`config.mk`:
```
export PLATFORM = sky130hd
export DESIGN_NAME = prio_enc_drain
export DESIGN_NICKNAME = d
export VERILOG_FILES = /design/src/rtl/prio_enc_drain.sv
export SDC_FILE = /design/constraint.sdc
export NUM_CORES = 1
export LEC_CHECK = 0
export BUFFER_PORTS_ARGS = -buffer_cell sky130_fd_sc_hd__buf_2
export CORE_MARGIN = 3
export CORE_UTILIZATION = 40
export DETAILED_ROUTE_END_ITERATION = 10
export HOLD_SLACK_MARGIN = 0.05
export MAX_ROUTING_LAYER = met4
export SLEW_MARGIN = 20
export SYNTH_ARGS = -nofsm -noshare
export SYNTH_HDL_FRONTEND = slang
export SYNTH_SLANG_ARGS = --single-unit
export TNS_END_PERCENT = 30
```
`constraint.sdc`:
```
create_clock -name clk -period 5.6 [get_ports clk]
set_input_delay 1.12 -clock clk [delete_from_list [all_inputs] [get_ports clk]]
set_output_delay 1.12 -clock clk [all_outputs]
set_load 0.05 [all_outputs]
```
`src/rtl/prio_enc_drain.sv`:
```
// Priority-encodes an accepted request vector and drains its set bits one index per handshake.
// Latency: first index valid 1 cycle after accepting a non-zero vector; then 1 index/cycle.
// Backpressure: out_idx/out_last hold while out_ready=0; in_ready is low for the whole drain.
//
// Ports:
//   clk, rst_n            - rising-edge clock, asynchronous active-low reset
//   in_valid/in_ready     - vector handshake; in_data is the N-bit request vector
//   out_valid/out_ready   - index handshake; out_idx is the selected bit, out_last marks the final one
//   zero_drop             - one-cycle pulse after an all-zero vector is accepted (nothing is emitted)
//
// Build option: define PRIO_MSB_FIRST_EN to drain highest index first; default is lowest first.
module prio_enc_drain #(
  parameter int N = 8,
  parameter int W = $clog2(N)
) (
  input  logic         clk,
  input  logic         rst_n,
  input  logic         in_valid,
  output logic         in_ready,
  input  logic [N-1:0] in_data,
  output logic         out_valid,
  input  logic         out_ready,
  output logic [W-1:0] out_idx,
  output logic         out_last,
  output logic         zero_drop
);

  typedef enum logic {IDLE, DRAIN} state_t;

  state_t       state_q,     state_d;
  logic [N-1:0] pending_q,   pending_d;
  logic         out_valid_q, out_valid_d;
  logic         in_ready_q,  in_ready_d;
  logic         zero_drop_q, zero_drop_d;

  logic         accept;
  logic         out_fire;
  logic         one_left;
  logic [W-1:0] sel_idx;
  logic [N-1:0] sel_mask;

  // Selection order: later loop iterations overwrite earlier ones, so the
  // loop direction decides which set bit wins.
  function automatic logic [W-1:0] pick(input logic [N-1:0] v);
    logic [W-1:0] r;
    r = '0;
`ifdef PRIO_MSB_FIRST_EN
    for (int i = 0; i < N; i++) begin
      if (v[i]) r = W'(i);
    end
`else
    for (int i = N - 1; i >= 0; i--) begin
      if (v[i]) r = W'(i);
    end
`endif
    return r;
  endfunction

  always_comb begin
    accept   = in_valid && in_ready_q;
    out_fire = out_valid_q && out_ready;
    sel_idx  = pick(pending_q);
    sel_mask = {{(N-1){1'b0}}, 1'b1} << sel_idx;
    // Exactly one bit set: non-zero and clearing the lowest set bit leaves zero.
    one_left = (pending_q != '0) && ((pending_q & (pending_q - N'(1))) == '0);

    state_d     = state_q;
    pending_d   = pending_q;
    out_valid_d = out_valid_q;
    in_ready_d  = in_ready_q;
    zero_drop_d = 1'b0;

    case (state_q)
      IDLE: begin
        if (accept) begin
          pending_d = in_data;
          if (in_data != '0) begin
            state_d     = DRAIN;
            out_valid_d = 1'b1;
            in_ready_d  = 1'b0;
          end else begin
            zero_drop_d = 1'b1;
          end
        end
      end
      DRAIN: begin
        // in_valid/in_data are deliberately not looked at here.
        if (out_fire) begin
          pending_d = pending_q & ~sel_mask;
          if (one_left) begin
            state_d     = IDLE;
            out_valid_d = 1'b0;
            in_ready_d  = 1'b1;
          end
        end
      end
      default: begin
        state_d     = IDLE;
        pending_d   = '0;
        out_valid_d = 1'b0;
        in_ready_d  = 1'b1;
      end
    endcase
  end

  always_ff @(posedge clk or negedge rst_n) begin
    if (!rst_n) begin
      state_q     <= IDLE;
      pending_q   <= '0;
      out_valid_q <= 1'b0;
      in_ready_q  <= 1'b1;
      zero_drop_q <= 1'b0;
    end else begin
      state_q     <= state_d;
      pending_q   <= pending_d;
      out_valid_q <= out_valid_d;
      in_ready_q  <= in_ready_d;
      zero_drop_q <= zero_drop_d;
    end
  end

  assign in_ready  = in_ready_q;
  assign out_valid = out_valid_q;
  // pending is cleared by reset and empty in IDLE, so out_idx reads 0 there.
  assign out_idx   = sel_idx;
  assign out_last  = out_valid_q && one_left;
  assign zero_drop = zero_drop_q;

endmodule

```
==> impl_metrics.py <==
metrics = {
    "outcome": {
        "status": "completed",
    },
    "die": {
        "die_area_um2": 2410,
        "coreArea_um2": 1630,
        "io_pins": 19,
        "rows": 14,
        "die_y_um": 49.1,
        "initial_utilization_pct": 45.7,
        "die_w_um": 49.1,
    },
    "job": {
        "cap_violations": 0,
    },
    "worst_setup_path": {
        "slowest_stage": "or4_4",
        "r2r_cells": 5,
        "worstSetupStartpointType": "flop",
        "path_cells": "or4_4 -> a2111oi_4 -> o32ai_2 -> nor2_1 -> buf_2",
        "arrival_ns": 2.13,
        "path_max_fanout": 8,
        "path_delay_family": "simple AND/OR/NAND/NOR gates",
        "worst-path-stages": 5,
        "critPathKind": "flop to primary output",
        "r2r-end": "pending_q[2]$_DFFE_PN0P_",
        "timing.rr.start": "in_ready$_DFFE_PN1P_",
        "cp_num_buf_inv": 1,
        "worst_setup_path_end_kind": "primary output",
        "reg2reg_slack_ns": 3.59,
        "max_stage_delay_ns": 0.61,
        "crit_required_ns": 4.48,
    },
    "timing": {
        "tightest_slew_ns": 0.777,
        "setup_viol": 0,
        "fin_setup_tns_ns": 0,
        "fmax_mhz": 307,
        "rsz0062_at_grt": "no",
        "relSlewSlack_pct": 48.0,
        "slew_viol_final": 0,
        "finalHoldViolCount": 0,
        "period_share_pct": 58.1,
        "fin_worst_skew_ns": 0.00499,
        "layout_min_cycle_time_ns": 3.25,
    },
    "synthesis": {
        "synth_edf_count": 0,
        "synth.area.top_cells": "dfrtp_1, nand2_1, nor2_1",
        "syn_nets": 93,
        "synth_top_family_by_area": "compound AO/OA/AOI/OAI gates",
        "ys_ff_latch": 12,
        "postSynthAreaPerCell_um2": 9.19,
        "synthMuxAreaShare_pct": 0,
        "async_reset_ff_share_pct": 100,
        "synth_compound_area_share_pct": 31.4,
        "synth.top_cell.area_share_pct": 37.0,
        "synth_area_um2": 744,
        "synth_cell_type_count": 36,
        "ys_top_cells_by_count": "dfrtp_1, nand2_1, nor2_1",
        "seq_area_frac_synth_pct": 40.5,
        "yosysTopAreaCell": "dfrtp_1",
        "synth_simple_gate_area_share_pct": 22.9,
        "synthAdderAreaFrac_pct": 0,
        "synth_xor_xnor_area_share_pct": 0,
        "yosysMostFrequentCell": "dfrtp_1",
        "synth_cells": 81,
        "yosysWarnings": 0,
        "ys.flop_type": "dfrtp_1",
    },
    "grt": {
        "use_met2_pct": 22.5,
        "overflow": 0,
        "use_met1_pct": 24.1,
        "grt_pass1_vias": 661,
        "grt_busiest_layer": "met1",
        "grt_usage_pct": 16.5,
        "grt_pass1_wl_mm": 3.02,
        "grt_use_met3_pct": 3.06,
        "grt_max_degree": 14,
        "antenna_found_initial": 0,
    },
    "route": {
        "first_pass_iters": 4,
        "drt_iter0_drc": 35,
        "routed_wl_mm": 1.80,
        "post_drt_wl_per_cell_um": 14.8,
        "via_per_inst": 5.70,
        "drcViolationCount": 0,
        "ant_nets": 0,
        "dr_total_vias": 695,
    },
    "clock_network": {
        "ctsResizeCount": 0,
        "clock-sinks": 12,
        "cts_tree": "built",
        "clk_pin_slew_ns": 0.08,
        "cts-buffers-inserted": 3,
        "htree_num_levels": 1,
        "cts-root-buf": "clkbuf_4",
        "clk_latency_ns": 0.27,
        "hold_buffers": 0,
        "post-cts-setup-buffers": 0,
        "clk_path_buf_depth": 2,
    },
    "place": {
        "portBuffers": 18,
        "gp_congestion": 0.853,
        "hpwlAfterDp_mm": 1.36,
        "placed_cell_area_um2": 833,
    },
    "layout": {
        "syn2layout_area_growth_pct": 16.8,
        "final_cell_area_um2": 870,
        "nets": 111,
        "diodes": 0,
        "drive_gt1_share_pct": 31.6,
    },
    "worst_hold_path": {
        "worstHoldStart": "in_ready$_DFFE_PN1P_",
        "min_to": "in_ready$_DFFE_PN1P_",
        "hold_class": "flop to flop",
        "holdPathStages": 1,
    },
    "power": {
        "peakVddDrop_v": 0.000131,
        "power.total_w": 0.000164,
        "power_frac_seq_pct": 52.7,
        "pwr-share-clk_pct": 42.9,
        "switching_share_pct": 21.4,
        "p_comb_share_pct": 4.4,
        "p_switching_w": 0.0000351,
        "p_leak_nw": 0.397,
        "intPower_w": 0.000129,
        "powerDensity_nw_per_um2": 189,
    },
}
-- placed cells by master (no fill, tap or decap) --
cell and count:
clkbuf_4 3, o21ai_1 4, buf_2 18, o21ba_2 1, o21a_1 1, nor3_1 1, dfstp_2 1, dfrtp_1 11
nand3_2 1, inv_1 2, nand2_1 10, a21oi_1 3, nand3_1 1, a22oi_1 2, or2_2 1, o21ai_0 2
nand2b_1 1, o31ai_1 3, nor4_1 3, nor2_1 9, a211o_2 1, a211oi_1 1, or3_1 1, o21bai_1 1
a2111oi_4 1, a22o_1 3, o32ai_1 1, o32ai_2 1, nor4b_1 2, nor2b_1 1, nor2_2 1, or4_4 1
clkbuf_8 1, a21o_1 3, o211ai_1 1
-- per-layer routing --
metal / share of wire [%] / up-vias
li1: - / 335
met1: 47 / 329
met2: 45 / 29
met3: 8.4 / 2
met4: 0.50 / 0
met5: 0 / -
-- flip-flops by register name, indices dropped and copies added, names as in the netlist --
name	count
in_ready	1
out_valid	1
pending_q	8
state_q	1
zero_drop	1
-- cell families after synthesis --
family,count (synthesis)
DFF,12
buffers and inverters,7
AOI/OAI and AO/OA,29
and+or+nand+nor,33
-- through the flow --
stage,cells,utilization (%),setup WS [ns],hold slack (ns)
after floorplan,81,-,2.44,0.545
after global placement,118,51.2,2.73,0.514
after detailed placement,118,51.2,2.69,0.520
after CTS,122,53.4,2.36,0.531
after global routing,122,53.4,2.24,0.558
final,122,53.4,2.35,0.525
-- worst max path at each step --
stage,slack [ns],from,end
final,2.35,pending_q[3]$_DFFE_PN0P_,out_last
after global routing,2.24,pending_q[3]$_DFFE_PN0P_,out_last
after CTS,2.36,pending_q[3]$_DFFE_PN0P_,out_last
after detailed placement,2.69,pending_q[3]$_DFFE_PN0P_,out_last
after global placement,2.73,pending_q[3]$_DFFE_PN0P_,out_last
after floorplan,2.44,pending_q[2]$_DFFE_PN0P_,out_last
-- power groups by stage --
stage	logic, W	registers, W	clock network (W)
after floorplan	0.000000492	0.0000883	0
after global placement	0.00000725	0.0000883	0
after detailed placement	0.00000732	0.0000883	0
after CTS	0.00000736	0.0000866	0.0000729
after global routing	0.00000794	0.0000866	0.0000792
final	0.00000722	0.0000866	0.0000705
-- final cells by class --
cell class | count | area [µm²]
clock buffer | 4 | 36.3
fill | 159 | 759
inverter | 2 | 7.51
multi-input combinational | 62 | 404
sequential | 12 | 302
tap | 24 | 30.0
timing repair buffer | 18 | 90.1
-- worst reg2reg max path, stage by stage, from the launching register on --
cell,delay [ns]
dfstp_2,0.54
nand2_1,0.06
nor2_1,0.59
nor2b_1,0.30
a21o_1,0.23
a22o_1,0.17
No activity file was read; power rests on OpenSTA's default activity.
